$ cat config.mk
export PLATFORM = sky130hd
export DESIGN_NAME = csel_adder_pipe
export DESIGN_NICKNAME = d
export VERILOG_FILES = /design/src/rtl/csel_pkg.sv /design/src/rtl/csel_block.sv /design/src/rtl/csel_adder_pipe.sv
export SDC_FILE = /design/constraint.sdc
export NUM_CORES = 1
export LEC_CHECK = 0
export CORE_MARGIN = 5
export CORE_UTILIZATION = 45
export DETAILED_ROUTE_END_ITERATION = 8
export GPL_ROUTABILITY_DRIVEN = 0
export PLACE_DENSITY = 0.69
export REMOVE_ABC_BUFFERS = 1
export SYNTH_ARGS = -nofsm -noshare
export SYNTH_HDL_FRONTEND = slang
export SYNTH_SLANG_ARGS = --single-unit
$ cat constraint.sdc
create_clock -name clk -period 6.7 [get_ports clk]
set_clock_uncertainty 0.2 [all_clocks]
set_input_delay 0.67 -clock clk [delete_from_list [all_inputs] [get_ports clk]]
set_output_delay 0.67 -clock clk [all_outputs]
set_load 0.01 [all_outputs]
$ cat src/rtl/csel_pkg.sv
// csel_pkg: shared constants, helpers and types for the pipelined
// carry-select adder/subtractor (csel_adder_pipe).
//   CSEL_WIDTH   default operand/sum width
//   CSEL_BLK     default carry-select block width
//   csel_nb()    block count (= pipeline depth) for a width/block pair
//   csel_stage_t per-stage register record at the default width
package csel_pkg;

    localparam int CSEL_WIDTH = 32;
    localparam int CSEL_BLK   = 8;

    function automatic int csel_nb(input int width, input int blk);
        return width / blk;
    endfunction

    // Stage k record: completed sum blocks 0..k, carry out of block k and the
    // conditioned operand blocks k+1..NB-1 still waiting to be added.
    // The top module declares a width-parametrised twin of this record.
    typedef struct packed {
        logic                  vld;
        logic [CSEL_WIDTH-1:0] sum;
        logic                  carry;
        logic [CSEL_WIDTH-1:0] a_tail;
        logic [CSEL_WIDTH-1:0] b_tail;
    } csel_stage_t;

endpackage

$ cat src/rtl/csel_block.sv
// csel_block: combinational carry-select block adder.
// Both carry hypotheses are summed in parallel and the incoming carry picks one.
// Ports:
//   a, b      [BLK]  block operands
//   carry_in  1      carry into the block (select)
//   sum       [BLK]  selected block sum
//   carry_out 1      selected carry out of the block
module csel_block #(
    parameter int BLK = 8
) (
    input  logic [BLK-1:0] a,
    input  logic [BLK-1:0] b,
    input  logic           carry_in,
    output logic [BLK-1:0] sum,
    output logic           carry_out
);

    logic [BLK:0] s0;
    logic [BLK:0] s1;

    assign s0 = {1'b0, a} + {1'b0, b};
    assign s1 = {1'b0, a} + {1'b0, b} + {{BLK{1'b0}}, 1'b1};

    assign sum       = carry_in ? s1[BLK-1:0] : s0[BLK-1:0];
    assign carry_out = carry_in ? s1[BLK]     : s0[BLK];

endmodule

$ cat src/rtl/csel_adder_pipe.sv
// csel_adder_pipe: pipelined carry-select adder/subtractor, one BLK-wide block
// per stage, NB = WIDTH/BLK stages, latency NB, one result per cycle.
// Optional macro CSEL_OVF_FLAG_EN adds the registered signed-overflow flag ovf.
// Ports:
//   clk, rst_n            clock, asynchronous active-low reset
//   in_valid / in_ready   operand handshake (in_ready = advance)
//   a, b [WIDTH]          operands
//   cin                   carry in (ignored when sub=1)
//   sub                   1: a - b
//   out_valid / out_ready result handshake
//   sum [WIDTH], cout     result, carry out (sub: 1 = no borrow)
//   ovf                   signed overflow (only with CSEL_OVF_FLAG_EN)
module csel_adder_pipe
    import csel_pkg::*;
#(
    parameter int WIDTH = CSEL_WIDTH,
    parameter int BLK   = CSEL_BLK
) (
    input  logic             clk,
    input  logic             rst_n,
    input  logic             in_valid,
    output logic             in_ready,
    input  logic [WIDTH-1:0] a,
    input  logic [WIDTH-1:0] b,
    input  logic             cin,
    input  logic             sub,
    output logic             out_valid,
    input  logic             out_ready,
    output logic [WIDTH-1:0] sum,
    output logic             cout
`ifdef CSEL_OVF_FLAG_EN
    ,
    output logic             ovf
`endif
);

    localparam int NB = csel_nb(WIDTH, BLK);

    if (WIDTH % BLK != 0) begin : g_cfg_err
        $fatal(1, "csel_adder_pipe: WIDTH (%0d) must be a multiple of BLK (%0d)", WIDTH, BLK);
    end

    typedef struct packed {
        logic [WIDTH-1:0] sum;
        logic             carry;
        logic [WIDTH-1:0] a_tail;
        logic [WIDTH-1:0] b_tail;
    } stage_t;

    logic   advance;
    logic   vld_in [NB];
    stage_t stg_in [NB];
    logic   vld_q  [NB];
    stage_t stg_q  [NB];

    // The whole pipeline moves as one; a full output register that is not
    // being taken freezes every stage.
    assign advance   = ~out_valid | out_ready;
    assign in_ready  = advance;
    assign out_valid = vld_q[NB-1];
    assign sum       = stg_q[NB-1].sum;
    assign cout      = stg_q[NB-1].carry;

    for (genvar k = 0; k < NB; k++) begin : g_stage
        logic [BLK-1:0] blk_sum;
        logic           blk_carry;
        stage_t         nxt;
        logic           vld_p;
        stage_t         data_p;

        if (k == 0) begin : g_first
            // Subtraction as a + ~b + 1.
            assign vld_in[0]        = in_valid;
            assign stg_in[0].sum    = '0;
            assign stg_in[0].carry  = sub | cin;
            assign stg_in[0].a_tail = a;
            assign stg_in[0].b_tail = sub ? ~b : b;
        end else begin : g_chain
            assign vld_in[k] = vld_q[k-1];
            assign stg_in[k] = stg_q[k-1];
        end

        csel_block #(.BLK(BLK)) u_blk (
            .a         (stg_in[k].a_tail[k*BLK +: BLK]),
            .b         (stg_in[k].b_tail[k*BLK +: BLK]),
            .carry_in  (stg_in[k].carry),
            .sum       (blk_sum),
            .carry_out (blk_carry)
        );

        always_comb begin
            nxt                   = stg_in[k];
            nxt.sum[k*BLK +: BLK] = blk_sum;
            nxt.carry             = blk_carry;
        end

        // ---- stage k register boundary ----
        always_ff @(posedge clk or negedge rst_n) begin
            if (!rst_n) begin
                vld_p <= 1'b0;
            end else if (advance) begin
                vld_p <= vld_in[k];
            end
        end

        if (k == NB - 1) begin : g_last
            // Last stage is the output register and must read zero in reset.
            always_ff @(posedge clk or negedge rst_n) begin
                if (!rst_n) begin
                    data_p <= '0;
                end else if (advance) begin
                    data_p <= nxt;
                end
            end
`ifdef CSEL_OVF_FLAG_EN
            logic ovf_p;
            logic msb_cin;
            // Carry into the MSB recovered from its sum bit and operands.
            assign msb_cin = stg_in[k].a_tail[WIDTH-1] ^ stg_in[k].b_tail[WIDTH-1]
                             ^ blk_sum[BLK-1];
            always_ff @(posedge clk or negedge rst_n) begin
                if (!rst_n) begin
                    ovf_p <= 1'b0;
                end else if (advance) begin
                    ovf_p <= msb_cin ^ blk_carry;
                end
            end
            assign ovf = ovf_p;
`endif
        end else begin : g_mid
            always_ff @(posedge clk) begin
                if (advance) begin
                    data_p <= nxt;
                end
            end
        end

        assign vld_q[k] = vld_p;
        assign stg_q[k] = data_p;
    end

endmodule

**Word level (Yosys, flattened, before mapping)**

Cells that the tools add are included.

- Word-level logic and storage cells: 39
- Output and inout bits: 35
- Register bits: 280
- Bits of input ports: 70

- Bitwise operators: 4
- Multiplexer cells: 9
- Add/sub/neg operators: 8

Operators with widths:

| cell | count |
|---|---|
| adder 8 x 8 -> 9 bit | 4 |
| adder 9 x 1 -> 9 bit, second input constant | 4 |
| two-way mux 32 bit | 1 |
| two-way mux 8 bit | 4 |
| inverter 32 bit | 1 |
| two-way mux 1 bit | 4 |
| bitwise OR 1 bit | 2 |
| inverter 1 bit | 1 |

**Longest topological paths before layout**

- Depth after elaboration: 5
- Gate-level depth with buffers: 13
- Gate-level depth less buffers: 11

**Hierarchy**

From an unflattened synthesis, not the netlist that was laid out.

- Cell total of the unflattened synthesis: 496
- Area total of the unflattened synthesis: 8202.9 µm²

By module, submodules not included:

| module | cells an instance | area an instance (µm²) | sequential area each (µm²) | times used |
|---|---|---|---|---|
| csel_adder_pipe | 263 | 6185.9 | 5340.1 | 1 |
| csel_block at g_stage[2].u_blk ... | 58 | 498.0 | 0.0 | 2 |
| csel_block at g_stage[0].u_blk | 58 | 521.8 | 0.0 | 1 |
| csel_block at g_stage[1].u_blk | 59 | 499.2 | 0.0 | 1 |

**Worst setup path before layout**

Ideal clock, no wire load.

- Path kind: in2out
- Start point: input out_ready
- End point: output in_ready
- Required time: 5.830 ns
- Path buffers: 2
- Cell stages on the path: 3
- Arrival time: 5.315 ns
- Slack: 0.515 ns
- Cell sequence: nand2b_1 -> clkbuf_1 -> buf_1

- Longest elaborated chain between the ends: 1

RTL lines:

| what | line | RTL |
|---|---|---|
| start, declared | csel_adder_pipe.sv:28 | `input logic out_ready,` |
| bitwise OR 1 bit | csel_adder_pipe.sv:58 | `assign advance = ~out_valid \| out_ready;` |
| end, declared | csel_adder_pipe.sv:22 | `output logic in_ready,` |

Every way passes these cells.

**Worst setup path after layout**

Same ends and word-level chain as after synthesis.

==> results.yml <==
min_path:
  min_path_type: "in2async"
grt:
  grt_pass1_vias: 4349
  overflow: 0
  grtUsageTotal: 0.127
  grt_max_degree: 85
  antenna_found_initial: 0
  grt_pass1_wl_um: 20300
worst_setup_path:
  cp_cell_sequence: "clkdlybuf4s50_1, nand2b_4, clkdlybuf4s50_1"
  crit_end: "in_ready"
  crit_family: "buffers and inverters"
  start_kind: "input port"
  crit_slowest_cell: "clkdlybuf4s50_1"
  slowest_delay_ns: 0.66
  cp_common_cell: "clkdlybuf4s50_1"
  r2r_end: "cout$_DFFE_PN0P_"
  crit_cells: 3
  crit_type: "in2out"
  timing.rr.start: "g_stage[2].data_p[24]$_DFFE_PP_"
  critPathCaptureType: "output port"
  critPathLaunch: "out_ready"
  crit_required_ns: 5.83
  cp_data_arrival_time_ns: 2.38
  worstPathMaxFanout: 57
  timing.critical_path.buf_inv: 2
  reg2reg_depth: 8
  regToRegSetupSlack_ns: 3.65
logic_synthesis:
  synth_top_family_by_area: "XOR/XNOR gates"
  synth.area.mux_share: 0.0470
  synth_compound_area_frac: 0.0653
  yosysSeqAreaShare: 0.670
  synth_area_um2: 7970
  yosysWarningCount: 0
  synth_seq_cells: 184
  synth_edf_count: 147
  synth_adder_area_share: 0.0666
  synth_ff_type: "edfxtp_1"
  yosys.area_share.simple: 0.0504
  synthArstFlopShare: 0.201
  avgSynthCellArea_um2: 15.5
  ys_types: 53
  syn_inst: 513
  synth_xor_area_frac: 0.0884
routing:
  ant_nets: 0
  drc: 0
  drt-total-wl_um: 12200
  viasPerCell: 4.93
  dr.pass1.iters: 4
  drt_iter0_drc: 200
  wire_per_inst_um: 14.1
  num_vias: 4272
sta:
  setup_tns_ns: 0
  hold_viol: 0
  drv_slew: 0
  slew-limit-headroom: 0.327
  tightest_slew_ns: 1.01
  finalSetupViolations: 0
  min_period_ns: 3.25
  fin_crit_sh: 0.485
  timing.fmax_ghz: 0.308
  rsz0062_at_grt: "no"
clock_tree:
  htreeDepth: 4
  cts_hold_buf: 0
  postCtsSetupBuffers: 0
  cts-root-buf: "clkbuf_16"
  cts_made_buffers: 17
  cts_max_path_buffers: 2
  clock_latency_ns: 0.42
  clk_pin_slew_ns: 0.06
  cts_tree: "built"
  cts_sinks: 184
  cts_resized: 0
power:
  powerDensity_nw_per_um2: 432
  p_leak_uw: 0.00375
  vdd_ir_drop_max_uv: 264
die:
  core-area_um2: 17400
  rows: 48
  initial_core_util: 0.459
  die_h_um: 143
  io_pins: 105
  die_w_um: 143
  die-area_um2: 20500
layout:
  instances_no_fill: 866
  seq_area_um2: 5340
  fin_nets: 738
  final_area_um2: 9810
  antennaDiodeCount: 0
  num-fill-cells: 1358
  layout-drive-gt1-share: 0.119
  synthToLayoutAreaGrowth_pct: 23.1
  multiInputGateArea_um2: 2540
flow_run:
  cap_violations: 0
placement:
  dpl.hpwl_um: 8620
  dp_cells: 834
  portBuffers: 104
  dpl_cell_area_um2: 9270
run_status:
  status: "complete, no violations"
==> cell type report <==
class                   instances  share of cell area
clock buffers                  19              0.0441
inverters                      14             0.00536
well taps                     225              0.0287
clock inverters                13              0.0114
flip-flops and latches        184               0.544
multi-input cells             304               0.259
repair buffers                107               0.107
==> sequential cells by signal, indices dropped and copies added (netlist names) <==
register and cells:
g_stage.data_p 147, g_stage.vld_p 3, sum 32, cout 1, out_valid 1
==> layout by cell type (no fill, tap or decap), types with 8 or more instances in the layout <==
cell / synthesis / final
clkdlybuf4s50_1: 0 / 102
inv_1: 14 / 14
a21oi_1: 18 / 18
mux2_2: 31 / 31
o21ai_0: 16 / 16
nand2_1: 8 / 8
xnor2_1: 25 / 25
dfrtp_1: 37 / 37
nor2_1: 26 / 26
edfxtp_1: 147 / 147
xor2_1: 51 / 51
ha_1: 36 / 36
clkbuf_16: 0 / 17
==> cell usage after synthesis, drive strengths merged, types with 2 or more instances <==
master	n	area (um^2)
dfrtp	37	926
a22oi	3	22.5
a211oi	8	65.1
ha	36	450
nor3	7	35.0
o21ai	16	80.1
xor2	52	463
or2	2	12.5
fa	4	80.1
nand2b	5	31.3
a21oi	18	90.1
buf	5	18.8
clkbuf	6	25.0
nand4	7	43.8
nand2	8	30.0
a2bb2oi	2	17.5
nor2b	2	12.5
inv	14	52.6
edfxtp	147	4410
a211o	4	36.3
or4	2	15.0
mux2	32	364
xnor2	25	219
and3	6	37.5
nor2	26	97.6
o21bai	4	30.0
a21o	6	45.0
nor3b	2	15.0
o21a	5	37.5
nand3	4	20.0
==> power breakdown <==
group          internal (uW)  leakage, uW  switching, uW
clock                    486     0.000260            428
sequential              1770      0.00190            144
combinational            714      0.00158            703
==> routing by layer <==
| layer | vias to the layer above | wire, um | GRT usage |
|---|---|---|---|
| met1 | 2011 | 5080 | 0.145 |
| met5 | - | 0 | 0 |
| met3 | 18 | 583 | 0.0399 |
| li1 | 2158 | - | - |
| met2 | 85 | 6370 | 0.223 |
| met4 | 0 | 202 | 0.0515 |
==> stage by stage <==
step,power (uW),worst slack [ns],hold slack (ns),util
6_report,4240,3.45,0.157,0.565
2_1_floorplan,2930,0.433,0.174,-
5_1_grt,4530,3.26,0.227,0.565
4_1_cts,4310,3.42,0.165,0.565
3_3_place_gp,3310,3.10,0.200,0.534
3_5_place_dp,3370,3.00,0.205,0.534
==> how the worst min path moves through the flow <==
stage                                                from                              end  slack [ns]  cells past startpoint
final                                               rst_n              sum[23]$_DFFE_PN0P_        0.16                      1
after global routing                                rst_n              sum[20]$_DFFE_PN0P_        0.23                      1
after CTS                                           rst_n              sum[23]$_DFFE_PN0P_        0.17                      1
after detailed placement  g_stage[0].data_p[17]$_DFFE_PP_  g_stage[1].data_p[17]$_DFFE_PP_        0.20                      0
after global placement    g_stage[1].data_p[67]$_DFFE_PP_  g_stage[2].data_p[67]$_DFFE_PP_        0.20                      0
after floorplan                                     rst_n                 cout$_DFFE_PN0P_        0.17                      0
==> worst register-to-register path, stage by stage, from the launching register on <==
cell	delay, ns
edfxtp_1	0.37
ha_1	0.24
fa_1	0.45
a211oi_1	0.34
o2111a_1	0.25
or4b_4	0.47
and4bb_1	0.30
xnor2_1	0.07
mux2_4	0.25
==> cells by family after synthesis <==
logic type	count (synthesis)
compound gates	77
mux	33
simple gates	76
xor+xnor	78
buf+inv	25
fa+ha+maj	40
flops	184
No activity file was read; power rests on OpenSTA's default activity.
